==> src/rtl/game_pkg.sv <==
// Shared game-wide constants and types for the shooter object pools and renderer.
package game_pkg;

    localparam int unsigned SCREEN_W = 640;
    localparam int unsigned SCREEN_H = 480;
    localparam int unsigned X_W      = 10;
    localparam int unsigned Y_W      = 9;
    localparam int unsigned SHIP_W   = 16;
    localparam int unsigned BULLET_W = 4;
    localparam int unsigned BULLET_H = 8;

    typedef enum logic [1:0] {
        IDLE,
        SWEEP,
        SPAWN
    } pool_state_e;

endpackage

==> src/rtl/free_slot_finder.sv <==
// Lowest-index free-slot priority encoder over an object pool's active mask.
module free_slot_finder #(
    parameter int unsigned N_SLOTS = 8
) (
    input  logic [N_SLOTS-1:0]         active_mask_i,
    output logic                       found_o,
    output logic [$clog2(N_SLOTS)-1:0] idx_o
);

    localparam int unsigned IW = $clog2(N_SLOTS);

    always_comb begin
        found_o = 1'b0;
        idx_o   = '0;
        // Scan from the top so the lowest free index is the last one written.
        for (int unsigned i = N_SLOTS; i > 0; i--) begin
            if (!active_mask_i[i-1]) begin
                found_o = 1'b1;
                idx_o   = IW'(i - 1);
            end
        end
    end

endmodule

==> src/rtl/bullet_pool_ctrl.sv <==
// Player-bullet pool: fire-edge allocation, per-frame sequential sweep, kill and screen-exit retirement.
module bullet_pool_ctrl
    import game_pkg::*;
#(
    parameter int unsigned N_SLOTS  = 8,
    parameter int unsigned SPEED    = 5,
    parameter int unsigned X_OFF    = 8,
    parameter int unsigned COOLDOWN = 4
) (
    input  logic                       iVGA_CLK,
    input  logic                       iRST_n,
    input  logic                       frame_tick,
    input  logic                       fire,
    input  logic [X_W-1:0]             ship_x,
    input  logic [Y_W-1:0]             ship_y,
    input  logic                       kill_valid,
    input  logic [$clog2(N_SLOTS)-1:0] kill_idx,
    input  logic [$clog2(N_SLOTS)-1:0] rd_idx,
    output logic [X_W-1:0]             rd_x,
    output logic [Y_W-1:0]             rd_y,
    output logic                       rd_active,
    output logic [N_SLOTS-1:0]         active_mask,
    output logic                       spawned,
    output logic                       dropped,
    output logic                       overrun
);

    localparam int unsigned IW = $clog2(N_SLOTS);
    localparam int unsigned CW = $clog2(COOLDOWN + 1);
    localparam logic [Y_W-1:0] SPEED_Y  = Y_W'(SPEED);
    localparam logic [X_W-1:0] X_OFF_X  = X_W'(X_OFF);
    localparam logic [CW-1:0]  CD_LOAD  = CW'(COOLDOWN);
    localparam logic [IW-1:0]  LAST_IDX = IW'(N_SLOTS - 1);

    pool_state_e                   state_q, state_d;
    logic [IW-1:0]                 cnt_q, cnt_d;
    logic [CW-1:0]                 cd_q, cd_d;
    logic                          pending_q, pending_d;
    logic                          fire_q;
    logic [N_SLOTS-1:0][X_W-1:0]   x_q, x_d;
    logic [N_SLOTS-1:0][Y_W-1:0]   y_q, y_d;
    logic [N_SLOTS-1:0]            act_q, act_d;
    logic                          spawned_q, spawned_d;
    logic                          dropped_q, dropped_d;
    logic                          overrun_q, overrun_d;
    logic [X_W-1:0]                rd_x_q;
    logic [Y_W-1:0]                rd_y_q;
    logic                          rd_active_q;
    logic                          free_found;
    logic [IW-1:0]                 free_idx;

    free_slot_finder #(.N_SLOTS(N_SLOTS)) u_free (
        .active_mask_i (act_q),
        .found_o       (free_found),
        .idx_o         (free_idx)
    );

    always_comb begin
        state_d   = state_q;
        cnt_d     = cnt_q;
        cd_d      = cd_q;
        pending_d = pending_q;
        x_d       = x_q;
        y_d       = y_q;
        act_d     = act_q;
        spawned_d = 1'b0;
        dropped_d = 1'b0;
        overrun_d = frame_tick && (state_q != IDLE);

        if (fire && !fire_q && (cd_q == '0)) pending_d = 1'b1;

        // Kill first; a same-cycle spawn below overrides it on the spawned slot.
        if (kill_valid) act_d[kill_idx] = 1'b0;

        unique case (state_q)
            IDLE: begin
                if (frame_tick) begin
                    state_d = SWEEP;
                    cnt_d   = '0;
                    if (cd_q != '0) cd_d = cd_q - CW'(1);
                end else if (pending_q) begin
                    state_d = SPAWN;
                end
            end
            SWEEP: begin
                if (act_q[cnt_q] && !(kill_valid && (kill_idx == cnt_q))) begin
                    if (y_q[cnt_q] >= SPEED_Y) y_d[cnt_q] = y_q[cnt_q] - SPEED_Y;
                    else                       act_d[cnt_q] = 1'b0;
                end
                cnt_d = cnt_q + IW'(1);
                if (cnt_q == LAST_IDX) state_d = IDLE;
            end
            SPAWN: begin
                pending_d = 1'b0;
                state_d   = IDLE;
                if (free_found) begin
                    x_d[free_idx]   = ship_x + X_OFF_X;
                    y_d[free_idx]   = ship_y;
                    act_d[free_idx] = 1'b1;
                    spawned_d       = 1'b1;
                    cd_d            = CD_LOAD;
                end else begin
                    dropped_d = 1'b1;
                end
            end
            default: state_d = IDLE;
        endcase
    end

    always_ff @(posedge iVGA_CLK or negedge iRST_n) begin
        if (!iRST_n) begin
            state_q     <= IDLE;
            cnt_q       <= '0;
            cd_q        <= '0;
            pending_q   <= 1'b0;
            fire_q      <= 1'b0;
            x_q         <= '0;
            y_q         <= '0;
            act_q       <= '0;
            spawned_q   <= 1'b0;
            dropped_q   <= 1'b0;
            overrun_q   <= 1'b0;
            rd_x_q      <= '0;
            rd_y_q      <= '0;
            rd_active_q <= 1'b0;
        end else begin
            state_q     <= state_d;
            cnt_q       <= cnt_d;
            cd_q        <= cd_d;
            pending_q   <= pending_d;
            fire_q      <= fire;
            x_q         <= x_d;
            y_q         <= y_d;
            act_q       <= act_d;
            spawned_q   <= spawned_d;
            dropped_q   <= dropped_d;
            overrun_q   <= overrun_d;
            rd_x_q      <= x_q[rd_idx];
            rd_y_q      <= y_q[rd_idx];
            rd_active_q <= act_q[rd_idx];
        end
    end

    assign rd_x        = rd_x_q;
    assign rd_y        = rd_y_q;
    assign rd_active   = rd_active_q;
    assign active_mask = act_q;
    assign spawned     = spawned_q;
    assign dropped     = dropped_q;
    assign overrun     = overrun_q;

endmodule
==> config.mk <==
export PLATFORM = sky130hd
export DESIGN_NAME = bullet_pool_ctrl
export DESIGN_NICKNAME = d
export VERILOG_FILES = /design/src/rtl/game_pkg.sv /design/src/rtl/free_slot_finder.sv /design/src/rtl/bullet_pool_ctrl.sv
export SDC_FILE = /design/constraint.sdc
export NUM_CORES = 1
export LEC_CHECK = 0
export ABC_AREA = 1
export ABC_CLOCK_PERIOD_IN_PS = 2200
export CELL_PAD_IN_SITES_DETAIL_PLACEMENT = 0
export CELL_PAD_IN_SITES_GLOBAL_PLACEMENT = 2
export CORE_ASPECT_RATIO = 0.8
export CORE_UTILIZATION = 32
export CTS_CLUSTER_DIAMETER = 80
export DETAILED_ROUTE_END_ITERATION = 10
export PLACE_DENSITY = 0.8
export SETUP_SLACK_MARGIN = 0.05
export SYNTH_ARGS = -nofsm -noshare
export SYNTH_HDL_FRONTEND = slang
export SYNTH_SLANG_ARGS = --single-unit
==> constraint.sdc <==
create_clock -name iVGA_CLK -period 2.2 [get_ports iVGA_CLK]
set_input_delay 0.44 -clock iVGA_CLK [delete_from_list [all_inputs] [get_ports iVGA_CLK]]
set_output_delay 0.44 -clock iVGA_CLK [all_outputs]
set_load 0.02 [all_outputs]
==> reports/qor.json <==
{
  "drc": 0,
  "cts-htree-levels": 4,
  "detail_routed_via_count_per_cell": 5.04,
  "worst_r2r_endpoint": "y_q[42]$_DFFE_PN0P_",
  "hpwl_um": 31400,
  "layout.nets": 1845,
  "layout_worst_path_cycle_share": 1.08,
  "timing.rr.start": "cnt_q[1]$_DFFE_PN0P_",
  "data_required_time_at_the_worst_endpoint_ns": 2.59,
  "cp_max_fo": 7,
  "post-place-ws_ns": -0.321,
  "setup_viol": 75,
  "r2r_slack_ns": -0.18,
  "max_freq_mhz": 419,
  "post-synth-top-area-cell": "dfrtp_1",
  "wire_per_inst_um": 18.6,
  "final_layout_size_suffix_gt1_frac": 0.177,
  "cts_made_buffers": 17,
  "total_track_usage": 0.244,
  "cts-root-to-sink-buffers": 2,
  "placement.io_buffers": 60,
  "worst_skew_pair.late_latency_ns": 0.46,
  "ys_top_cells_by_count": "nand2_1 (526), dfrtp_1 (193), o21ai_0 (182)",
  "path_clk_slew_ns": 0.08,
  "grt_pass1_vias": 11021,
  "report.final.slew_viol_count": 0,
  "finish.cell_count_without_fillers": 2289,
  "worst_setup_path_end_kind": "register",
  "slew-limit-headroom": 0.406,
  "number_of_enable_flip_flop_cells_after_synthesis": 0,
  "worst_hold_path_cell_count": 1,
  "cts_tree": "yes",
  "largest_net_degree_at_the_start_of_global_routing": 48,
  "dp_cells": 2238,
  "syn_avg_cell_area_um2": 7.08,
  "synth_cell_types": 41,
  "tightest_slew_ns": 0.885,
  "insertedDiodeCount": 0,
  "antenna_found_initial": 0,
  "fin_crit_ns": 2.38,
  "synthesis.area_um2": 11300,
  "pin_count": 61,
  "drt-total-wl_um": 42700,
  "crit_type": "register to register",
  "synth_top_cell_area_share": 0.428,
  "drt-initial-drc-count": 1172,
  "wire_length_of_the_first_global_routing_pass_um": 65500,
  "final.setup.worst_slack_ns": -0.185,
  "gp_congestion": 0.955,
  "ys_dominant_reg_cell": "dfrtp_1",
  "maximum_ir_drop_on_the_vdd_rail_uv": 644,
  "first_pass_iters": 6,
  "hold_path.startpoint": "fire",
  "timing.hold.worst.class": "primary input to register",
  "crit_path_cell_trace": "buf_4 > nor2_4 > buf_4 > nand3_1 > nand2_1 > nor2_4 > nand2_4 > nor2_4 > nand2_2 > nand2_4 > nor2_8 > a21oi_4 > buf_4 > buf_6 > nand3_1 > nand2_1",
  "grt_setup_unrepaired": "true",
  "most_frequent_cell_after_synthesis": "nand2_1",
  "run_status": "finished with violations",
  "violations": "setup timing",
  "synth_seq_area_share": 0.428,
  "areaGrowthSynthToFinish_pct": 31.3,
  "number_of_hold_slack_violations_in_the_final_timing_report": 0,
  "ff2ff_path_depth": 16,
  "timing.max_cap.violations": 0,
  "design.core.area_um2": 34700,
  "grt_overflow": 0,
  "powerDensity_nw_per_um2": 1390,
  "syn_inst": 1594,
  "max_stage_delay_on_crit_path_ns": 0.49,
  "fillCellCount": 3605,
  "synth-warning-count": 0,
  "placementRows": 61,
  "route.antenna.remaining_nets": 0,
  "leakagePower_uw": 0.00729,
  "ys_top_cells_by_area": "dfrtp_1 (43%), nand2_1 (17%), o21ai_0 (8.1%)",
  "min_delay_worst_endpoint": "fire_q$_DFF_PN0_",
  "fin_hold_ws_ns": 0.449,
  "syn-num-nets": 1634,
  "worst_setup_path_start_kind": "register",
  "synth-async-reset-ratio": 1.00,
  "die-width_um": 212,
  "crit_arrival_ns": 2.78,
  "die_y_um": 170,
  "clk_root_buffer_cell": "clkbuf_16",
  "final.setup_skew_ns": 0.0127,
  "die_area_um2": 36000,
  "synth-seq-cells": 193,
  "cts.sink_count": 193,
  "initial_core_util": 0.325,
  "critical-path-slowest-cell": "dfrtp_1",
  "route.vias.total": 11546
}
## timing repair
| item | 4_1_cts | 5_1_grt |
|---|---|---|
| setup endpoints to repair | 83 | 104 |
| pin swaps | 1 | 6 |
| hold buffers | 1 | 0 |
| buffers inserted | 5 | 4 |
| cloned | 8 | 2 |
| gates resized for setup | 41 | 40 |
| hold endpoints to repair | 40 | 0 |
## kinds of logic (layout without fill, tap and decap cells)
logic type	count (synthesis)	in the layout	share of synthesized area
AO/OA/AOI/OAI	309	309	0.148
flip-flops	193	193	0.428
adder cells (fa/ha/maj)	10	10	0.0111
AND/OR/NAND/NOR	851	859	0.323
XOR/XNOR	7	7	0.00543
buffers and inverters	224	439	0.0850
## state kept, by name, summed over array words and instances (netlist names)
name and cells:
active_mask 8, overrun 1, fire_q 1, x_q 80, state_q 2, rd_y 9
pending_q 1, rd_x 10, cd_q 3, spawned 1, cnt_q 3, dropped 1
rd_active 1, y_q 72
## worst max-delay path by stage
stage               depth (start not counted)            startpoint  slack (ns)                   to
CTS                                        19  cnt_q[0]$_DFFE_PN0P_       -0.17  y_q[35]$_DFFE_PN0P_
global route                               15  cnt_q[1]$_DFFE_PN0P_       -0.30  y_q[60]$_DFFE_PN0P_
floorplan                                  19  cnt_q[0]$_DFFE_PN0P_        0.04   y_q[3]$_DFFE_PN0P_
detailed placement                         14  cnt_q[0]$_DFFE_PN0P_       -0.32  y_q[22]$_DFFE_PN0P_
global placement                           14  cnt_q[0]$_DFFE_PN0P_       -0.26  y_q[49]$_DFFE_PN0P_
finish                                     16  cnt_q[1]$_DFFE_PN0P_       -0.18  y_q[42]$_DFFE_PN0P_
## power by group
group | leakage (uW) | switching [uW] | total [uW] | internal [uW]
Combinational | 0.00467 | 7180 | 11900 | 4740
Sequential | 0.00232 | 646 | 5280 | 4630
Clock | 0.000307 | 1540 | 3380 | 1840
Total | 0.00729 | 9360 | 20600 | 11200
## layout make-up
| type | instances | area, um^2 | share of cell area |
|---|---|---|---|
| repair buffers | 255 | 2370 | 0.160 |
| inverters | 153 | 589 | 0.0398 |
| multi-input cells | 1185 | 5820 | 0.393 |
| flip-flops and latches | 193 | 4830 | 0.326 |
| clock buffers | 18 | 439 | 0.0296 |
| clock inverters | 13 | 179 | 0.0121 |
| well taps | 472 | 591 | 0.0398 |
## stage by stage
step                      setup TNS [ns]  utilization  instance area (um^2)  total power, uW
after floorplan                        0            -                 11300            11300
after global placement            -16.92        0.395                 13700            15900
after detailed placement          -19.75        0.395                 13700            16000
after CTS                          -9.25        0.422                 14700            20200
after global routing              -19.44        0.427                 14800            22000
final                             -10.59        0.427                 14800            20600
## worst max-delay path, delay by kind of cell (launching register included)
family,cells,cell delay [ns]
flops,1,0.49
compound gates,1,0.20
buf+inv,4,0.62
simple gates,11,1.01
## metal layers
| layer | global-route usage | share of wire | vias up |
|---|---|---|---|
| li1 | - | - | 5653 |
| met1 | 0.363 | 0.50 | 5483 |
| met2 | 0.352 | 0.42 | 360 |
| met3 | 0.0552 | 0.065 | 50 |
| met4 | 0.0599 | 0.016 | 0 |
| met5 | 0 | 0 | - |
## placed cells by master (no fill, tap or decap), types with 4 or more instances in the layout
| cell type | n |
|---|---|
| a21oi_1 | 56 |
| a221oi_1 | 5 |
| a31oi_1 | 20 |
| buf_12 | 19 |
| buf_4 | 165 |
| buf_6 | 6 |
| clkbuf_16 | 17 |
| clkdlybuf4s50_1 | 58 |
| clkinv_2 | 4 |
| dfrtp_1 | 190 |
| ha_1 | 8 |
| inv_1 | 136 |
| inv_2 | 10 |
| nand2_1 | 506 |
| nand2_2 | 24 |
| nand2_4 | 5 |
| nand3_1 | 143 |
| nand3_2 | 12 |
| nand3_4 | 12 |
| nand4_1 | 22 |
| nor2_1 | 114 |
| nor2_4 | 9 |
| o21ai_0 | 176 |
| o21ai_1 | 8 |
| o22ai_1 | 32 |
| xnor2_1 | 4 |
Power figures use the tool's default switching activity.
